## src/rtl/alu_pkg.sv

```systemverilog
// Shared definitions for the 8-bit ALU datapath: result width, select
// encodings, queue entry layout and small helpers used by the result queue.
package alu_pkg;

    localparam int RESULT_W = 16;
    localparam int ENTRY_W  = RESULT_W + 3;

    typedef enum logic [1:0] {
        ALU_ADD = 2'b00,
        ALU_SUB = 2'b01,
        ALU_MUL = 2'b10,
        ALU_RSV = 2'b11
    } alu_sel_e;

    typedef struct packed {
        logic [1:0]          sel;
        logic                flag;
        logic [RESULT_W-1:0] result;
    } alu_entry_t;

    typedef enum logic [1:0] {
        OCC_EMPTY   = 2'b00,
        OCC_PARTIAL = 2'b01,
        OCC_FULL    = 2'b10
    } occ_e;

    // Counter increment that sticks at all-ones instead of wrapping.
    function automatic logic [7:0] sat_inc8(input logic [7:0] v);
        return (v == 8'hFF) ? v : v + 8'd1;
    endfunction

endpackage

```

## src/rtl/alu_result_mem.sv

```systemverilog
// Entry storage for the result queue: one synchronous write port and one
// asynchronous read port. Contents are intentionally not reset.
module alu_result_mem #(
    parameter int DEPTH = 4,
    parameter int WIDTH = 19
) (
    input  logic                     clk,
    input  logic                     we,
    input  logic [$clog2(DEPTH)-1:0] waddr,
    input  logic [WIDTH-1:0]         wdata,
    input  logic [$clog2(DEPTH)-1:0] raddr,
    output logic [WIDTH-1:0]         rdata
);

    logic [WIDTH-1:0] mem [DEPTH];

    always_ff @(posedge clk) begin
        if (we) begin
            mem[waddr] <= wdata;
        end
    end

    assign rdata = mem[raddr];

endmodule

```

## src/rtl/alu_result_queue.sv

```systemverilog
// Registered output stage behind the ALU: small show-ahead FIFO of
// {sel, flag, result} with valid/ready handshakes and a saturating flag count.
module alu_result_queue #(
    parameter int DEPTH    = 4,
    parameter int RESULT_W = 16
) (
    input  logic                       clk,
    input  logic                       rst,
    input  logic                       in_valid,
    output logic                       in_ready,
    input  logic [RESULT_W-1:0]        in_result,
    input  logic                       in_flag,
    input  logic [1:0]                 in_sel,
    output logic                       out_valid,
    input  logic                       out_ready,
    output logic [RESULT_W-1:0]        out_result,
    output logic                       out_flag,
    output logic [1:0]                 out_sel,
    output logic [$clog2(DEPTH):0]     count,
    output logic [7:0]                 flag_count
);

    import alu_pkg::*;

    localparam int PW = $clog2(DEPTH);
    localparam int CW = PW + 1;
    localparam int EW = RESULT_W + 3;
    localparam logic [CW-1:0] FULL_CNT = CW'(DEPTH);

    logic [PW-1:0] wr_ptr;
    logic [PW-1:0] rd_ptr;
    logic [CW-1:0] count_q;
    logic [CW-1:0] count_nxt;
    logic [7:0]    flag_count_q;
    logic [EW-1:0] wr_entry;
    logic [EW-1:0] rd_entry;
    occ_e          occ;
    logic          push;
    logic          pop;

    always_comb begin
        occ = OCC_PARTIAL;
        if (count_q == '0) begin
            occ = OCC_EMPTY;
        end else if (count_q == FULL_CNT) begin
            occ = OCC_FULL;
        end
    end

    // in_ready ignores out_ready on purpose: a full queue never accepts a push,
    // even in a cycle where the head is being consumed.
    assign in_ready  = (occ != OCC_FULL);
    assign out_valid = (occ != OCC_EMPTY);
    assign push      = in_valid && in_ready;
    assign pop       = out_valid && out_ready;

    always_comb begin
        count_nxt = count_q;
        case ({push, pop})
            2'b10:   count_nxt = count_q + CW'(1);
            2'b01:   count_nxt = count_q - CW'(1);
            default: count_nxt = count_q;
        endcase
    end

    always_ff @(posedge clk or posedge rst) begin
        if (rst) begin
            wr_ptr       <= '0;
            rd_ptr       <= '0;
            count_q      <= '0;
            flag_count_q <= '0;
        end else begin
            count_q <= count_nxt;
            if (push) begin
                wr_ptr <= wr_ptr + PW'(1);
            end
            if (pop) begin
                rd_ptr <= rd_ptr + PW'(1);
            end
            if (push && in_flag) begin
                flag_count_q <= sat_inc8(flag_count_q);
            end
        end
    end

    assign wr_entry = {in_sel, in_flag, in_result};

    alu_result_mem #(
        .DEPTH (DEPTH),
        .WIDTH (EW)
    ) u_mem (
        .clk   (clk),
        .we    (push),
        .waddr (wr_ptr),
        .wdata (wr_entry),
        .raddr (rd_ptr),
        .rdata (rd_entry)
    );

    // Head fields are masked so stale memory never leaks onto an idle bus.
    assign out_result = out_valid ? rd_entry[RESULT_W-1:0] : '0;
    assign out_flag   = out_valid & rd_entry[RESULT_W];
    assign out_sel    = out_valid ? rd_entry[RESULT_W+2:RESULT_W+1] : 2'b00;

    assign count      = count_q;
    assign flag_count = flag_count_q;

endmodule

```

## config.mk

```make
export PLATFORM = sky130hd
export DESIGN_NAME = alu_result_queue
export DESIGN_NICKNAME = d
export VERILOG_FILES = /design/src/rtl/alu_pkg.sv /design/src/rtl/alu_result_mem.sv /design/src/rtl/alu_result_queue.sv
export SDC_FILE = /design/constraint.sdc
export NUM_CORES = 1
export LEC_CHECK = 0
export CAP_MARGIN = 10
export CORE_MARGIN = 3
export CORE_UTILIZATION = 48
export DETAILED_ROUTE_END_ITERATION = 8
export PLACE_DENSITY = 0.83
export SLEW_MARGIN = 25
export SYNTH_ARGS = -nofsm -noshare
export SYNTH_HDL_FRONTEND = slang
export SYNTH_SLANG_ARGS = --single-unit
```

## constraint.sdc

```tcl
create_clock -name clk -period 1.9 [get_ports clk]
set_input_delay 0.285 -clock clk [delete_from_list [all_inputs] [get_ports clk]]
set_output_delay 0.285 -clock clk [all_outputs]
set_load 0.02 [all_outputs]
```

Yosys cells after proc, flatten, opt, wreduce, memory -nomap -nowiden

Memory sizes are Yosys's and may differ from the RTL's.
Index checks and enable logic that the tools add are counted.

Register bits after elaboration: 15
Latch bits: 0
RAM bits: 76
Bits in read-only memories: 0
Input bits: 23
Output and inout port bits: 32
Logic and storage cells: 31
Memories: 1

$add $sub $neg: 5
Multipliers: 0
Div/mod/pow operators: 0
$lt $le $gt $ge: 0
Equal/unequal tests: 5
Shift-type cells: 0
Muxes and demuxes: 7
Bitwise operators: 2
Reduce and logical (&&, ||, !) cells: 7

Memory list:

| memory    | words | bits a word | rd ports | clocked after memory_dff | write ports | line                 | source |
|---|---|---|---|---|---|---|---|
| u_mem.mem | 4     | 19          | 1        | 0                        | 1           | alu_result_mem.sv:15 | `logic [WIDTH-1:0] mem [DEPTH];` |

Operators by type and width:

| cell                  | number |
|---|---|
| $mux W16              | 1 |
| $add A8 B1 Y8 const B | 1 |
| $eq A8 B8 Y1 const B  | 1 |
| $mux W2               | 3 |
| $pmux W3 S2           | 1 |
| $add A2 B1 Y2 const B | 2 |
| $reduce_bool A2 Y1    | 2 |
| $add A3 B1 Y3 const B | 1 |
| $eq A3 B3 Y1 const B  | 1 |
| $logic_and A1 B1 Y1   | 3 |
| $logic_not A3 Y1      | 1 |
| $sub A3 B1 Y3 const B | 1 |
| $eq A2 B1 Y1 const B  | 1 |
| $eq A2 B2 Y1 const B  | 1 |
| $mux W1               | 2 |
| $ne A2 B2 Y1 const B  | 1 |
| $reduce_and A2 Y1     | 1 |
| $and A1 B1 Y1         | 1 |
| $not A1 Y1            | 1 |

Depth between registers and ports, before layout

Depth in word-level cells: 7
Gate-level depth with buffers: 9
Gate-level depth less buffers: 8

Hierarchy

From an unflattened synthesis, not the netlist that was laid out.

Cell total of the unflattened synthesis: 194
Area total of the unflattened synthesis: 3711.1 µm²

Modules (own cells, without submodules):

| module           | times used | cells an instance | area each (µm²) | sequential area each (µm²) |
|---|---|---|---|---|
| alu_result_mem   | 1          | 103               | 2816.5          | 2282.2 |
| alu_result_queue | 1          | 91                | 894.6           | 375.4 |

Least setup slack after synthesis

No wires, ideal clock.

Kind: register to register
Start: register count_q[0] (netlist: count[0])
End: register count_q[2] (netlist: count[2])
Library setup time: 0.080 ns
Arrival: 2.115 ns
Required time: 1.820 ns
Setup slack: -0.295 ns
Stages on the path, launching flop included: 10
Path buffers: 1
Clock period less this slack: 2.195 ns
Cell sequence: dfrtp_1 or3b_1 buf_6 nand2_1 ha_1 inv_1 fa_1 xor2_1 nor2_1 xor2_1

Cells in the longest elaborated chain, start to end: 7
Elaborated cells between the ends (all ways): 14
Classes of those cells: 2 x add/sub; 4 x eq/ne; 3 x mux; 5 x reduce/logical

Ends and longest elaborated chain:

| what                                                     | line                   | source |
|---|---|---|
| from (decl)                                              | alu_result_queue.sv:32 | `logic [CW-1:0] count_q;` |
| from (signal assigned)                                   | alu_result_queue.sv:73 | `count_q <= count_nxt;` |
| $eq A3 B3 Y1                                             | alu_result_queue.sv:45 | `end else if (count_q == FULL_CNT) begin` |
| $mux W2                                                  | alu_result_queue.sv:45 |  |
| $mux W2 (*)                                              | alu_result_queue.sv:43 | `if (count_q == '0) begin` |
| $ne A2 B2 Y1 (*)                                         | alu_result_queue.sv:52 | `assign in_ready = (occ != OCC_FULL);` |
| named net in_ready                                       | alu_result_queue.sv:10 | `output logic in_ready,` |
| $logic_and A1 B1 Y1 (*)                                  | alu_result_queue.sv:54 | `assign push = in_valid && in_ready;` |
| $eq A2 B1 Y1 / $eq A2 B2 Y1 (equally long branches)      | alu_result_queue.sv:59 | `case ({push, pop})` |
| $pmux W3 S2 / $reduce_bool A2 Y1 (equally long branches) | -                      |  |

The timed path passes the listed nets; every way through them passes the cells marked *.
A chain may end at the register's enable or synchronous reset.

Worst setup path after layout

Start: register rd_ptr[0]
End: output port out_result[15]

Cells in the longest elaborated chain, start to end: 2

Ends and longest elaborated chain:

| what                   | line                    | source |
|---|---|---|
| from (decl)            | alu_result_queue.sv:31  | `logic [PW-1:0] rd_ptr;` |
| from (signal assigned) | alu_result_queue.sv:78  | `rd_ptr <= rd_ptr + PW'(1);` |
| $mem_v2 Z4 W19         | -                       |  |
| $mux W16               | alu_result_queue.sv:101 | `assign out_result = out_valid ? rd_entry[RESULT_W-1:0] : '0;` |
| to (decl)              | alu_result_queue.sv:16  | `output logic [RESULT_W-1:0] out_result,` |

Every way passes these cells.

==> results.py <==
metrics = {
    "layout": {
        "diodes": 0,
        "final_cells": 378,
        "areaGrowthSynthToFinish_pct": 32.5,
        "multi_input_area_um2": 1060,
        "seq_area_um2": 2660,
        "drive_gt1_share_pct": 43.0,
        "fillers": 500,
        "nets": 304,
    },
    "power_and_ir_drop": {
        "cellPowerDensity_nw_per_um2": 1670,
        "irDropWorstVdd_mv": 1.00,
        "leakagePower_nw": 1.81,
    },
    "worst_setup_path": {
        "cp-end-kind": "output port",
        "critical_path_class": "reg -> out",
        "cpPeakStageDelay_ns": 0.51,
        "critPathMaxFanout": 8,
        "cp.arrival_ns": 1.74,
        "cp.required_ns": 1.62,
        "cp_cell_sequence": "buf_12, mux4_2, and2_4, buf_6",
        "crit_path_top_delay_cell": "mux4_2",
        "r2r_slack_ns": -0.06,
        "start_kind": "flip-flop",
    },
    "route": {
        "drc": 0,
        "ant_nets": 0,
        "routed_wl_um": 6780,
        "drt_iter0_drc": 129,
        "wl_per_cell_um": 17.9,
        "viasPerCell": 5.23,
        "vias": 1976,
        "dr.pass1.iters": 4,
    },
    "floorplanning": {
        "die_h_um": 93.7,
        "start_util_pct": 50.1,
        "die_x_um": 93.7,
        "die-area_um2": 8780,
        "ios": 55,
        "placementRows": 31,
        "core_area_um2": 7370,
    },
    "synth": {
        "synth_warnings": 0,
        "synthCells": 192,
        "synth_edf_count": 76,
        "synth_ff_type": "edfxtp_1",
        "ys_ff_latch": 91,
        "ys_seq_area_share_pct": 72.0,
        "netlist_area_um2": 3690,
        "syn_area_per_cell_um2": 19.2,
        "synthArstFlopShare_pct": 16.5,
        "synth_fp_nets": 222,
        "synthDistinctLibCells": 32,
    },
    "sta": {
        "fin_skew_ns": 0.0106,
        "fin_tns_setup_ns": -1.99,
        "tightest_slew_ns": 0.610,
        "hold_viol": 0,
        "post-route-period-util_pct": 106,
        "slew_viol_final": 0,
        "fin_ws_ns": -0.121,
        "fmaxAchievable_ghz": 0.495,
        "relSlewSlack_pct": 59.3,
        "hold_ws_ns": 0.298,
        "rsz0062_at_grt": "yes",
        "setup_viol": 20,
        "period_minus_slack_ns": 2.02,
    },
    "hold_path": {
        "hold_path.class": "in -> async",
    },
    "global_routing": {
        "grt_overflow": 0,
        "antenna_found_initial": 0,
        "grt_pass1_vias": 2092,
        "grt_max_degree": 20,
        "grt_pass1_wl_um": 10900,
        "grt_usage_pct": 17.2,
    },
    "clock_tree": {
        "insertion_delay_ns": 0.35,
        "numCtsBuffers": 9,
        "cts_tree": "done",
        "path_clk_slew_ns": 0.09,
        "cts.path.max_buffers": 2,
        "h-tree-depth": 3,
        "numClockSinks": 91,
        "hold_buffers": 0,
        "root_buffer": "clkbuf_8",
    },
    "run_status": {
        "outcome": "finished, violations left",
        "violations": "negative setup slack",
    },
    "placement": {
        "port_buffers": 54,
        "dp.cells": 355,
        "place.gp.congestion": 0.725,
        "hpwl_um": 4170,
    },
    "job": {
        "drv_cap": 0,
    },
}
[layout by cell type (no fill, tap or decap), types with 2 or more instances in the layout]
cell type and count:
buf_4 15, and3_1 2, xnor2_1 6, edfxtp_1 76, dfrtp_1 11, or3_4 2, inv_6 2, clkinv_2 2
dfrtp_2 4, and2_4 20, buf_12 6, mux4_2 19, clkbuf_8 9, clkdlybuf4s50_1 33, ha_1 5, mux2_2 3
buf_6 20, xor2_1 4, nand2_1 5, inv_1 6, and3_2 4
[report_power, final]
part	leakage, nW	switching (mW)	internal (mW)
clock network	0.100	0.677	0.615
logic	0.832	1.71	2.24
registers	0.876	0.246	2.67
total	1.81	2.63	5.53
[metrics by stage]
| step | area [um2] | util [%] | worst slack, ns | power, mW |
|---|---|---|---|---|
| after global placement | 4540 | 61.6 | -0.165 | 6.29 |
| after floorplan | 3720 | - | -0.115 | 4.86 |
| after CTS | 4920 | 66.7 | -0.200 | 8.32 |
| final | 4890 | 66.3 | -0.121 | 8.16 |
| after detailed placement | 4540 | 61.6 | -0.168 | 6.36 |
| after global routing | 4890 | 66.3 | -0.196 | 8.62 |
[worst paths after layout]
check	startpoint	depth (start not counted)	end
setup / recovery	rd_ptr[0]	4	out_result[15]
hold / removal	rst	2	rd_ptr[0]
setup reg to reg	count[0]	8	count[2]
hold reg to reg	flag_count[5]	1	flag_count[5]
max in group asynchronous	rst	2	count[1]
min in group clk	flag_count[5]	1	flag_count[5]
[layer usage]
layer,GRT usage [%],up-vias,part of all wire [%]
met5,0,-,0
met4,6.50,0,0.94
met3,4.17,7,5.7
met2,27.9,62,51
met1,22.7,1006,42
li1,-,901,-
[cells by family after synthesis]
family	count (synthesis)	share of synthesized area, %
flops	91	72.0
xor+xnor	10	2.37
simple gates	41	6.99
fa+ha+maj	7	2.58
compound gates	5	1.15
mux	24	13.2
buf+inv	14	1.70
[cell usage after synthesis (all sizes together), types with 2 or more instances]
library cell | number | area (um2)
xnor2 | 6 | 52.6
nand2 | 6 | 22.5
and2 | 20 | 125
clkbuf | 4 | 15.0
ha | 6 | 75.1
inv | 7 | 26.3
xor2 | 4 | 35.0
mux4 | 19 | 428
buf | 3 | 21.3
and3 | 7 | 53.8
and4 | 2 | 18.8
edfxtp | 76 | 2280
dfrtp | 15 | 375
mux2 | 4 | 48.8
[final cells by class]
cell class	instances	area share [%]
multi-input cells	88	21.7
clock buffers	9	2.53
flip-flops and latches	91	54.5
well taps	99	2.53
clock inverters	7	1.51
repair buffers	77	16.7
inverters	7	0.537
[what timing repair did]
item / 4_1_cts / 5_1_grt
gates resized for setup: 146 / 3
pin swaps: 14 / 12
cloned: 2 / 0
endpoints found under the setup margin: 23 / 21
hold endpoints to repair: 0 / 0
setup buffers: 6 / 1
[state kept, by name, summed over array words and instances (netlist names)]
| name | count |
|---|---|
| flag_count | 8 |
| u_mem.mem | 76 |
| count | 3 |
| wr_ptr | 2 |
| rd_ptr | 2 |
[critical path: cells and delay by family, from the launching register on]
kind	cells	cell delay, ns
multiplexers	1	0.51
flip-flops	1	0.44
buffers and inverters	2	0.28
AND/OR/NAND/NOR	1	0.16
No activity file was read; power rests on OpenSTA's default activity.
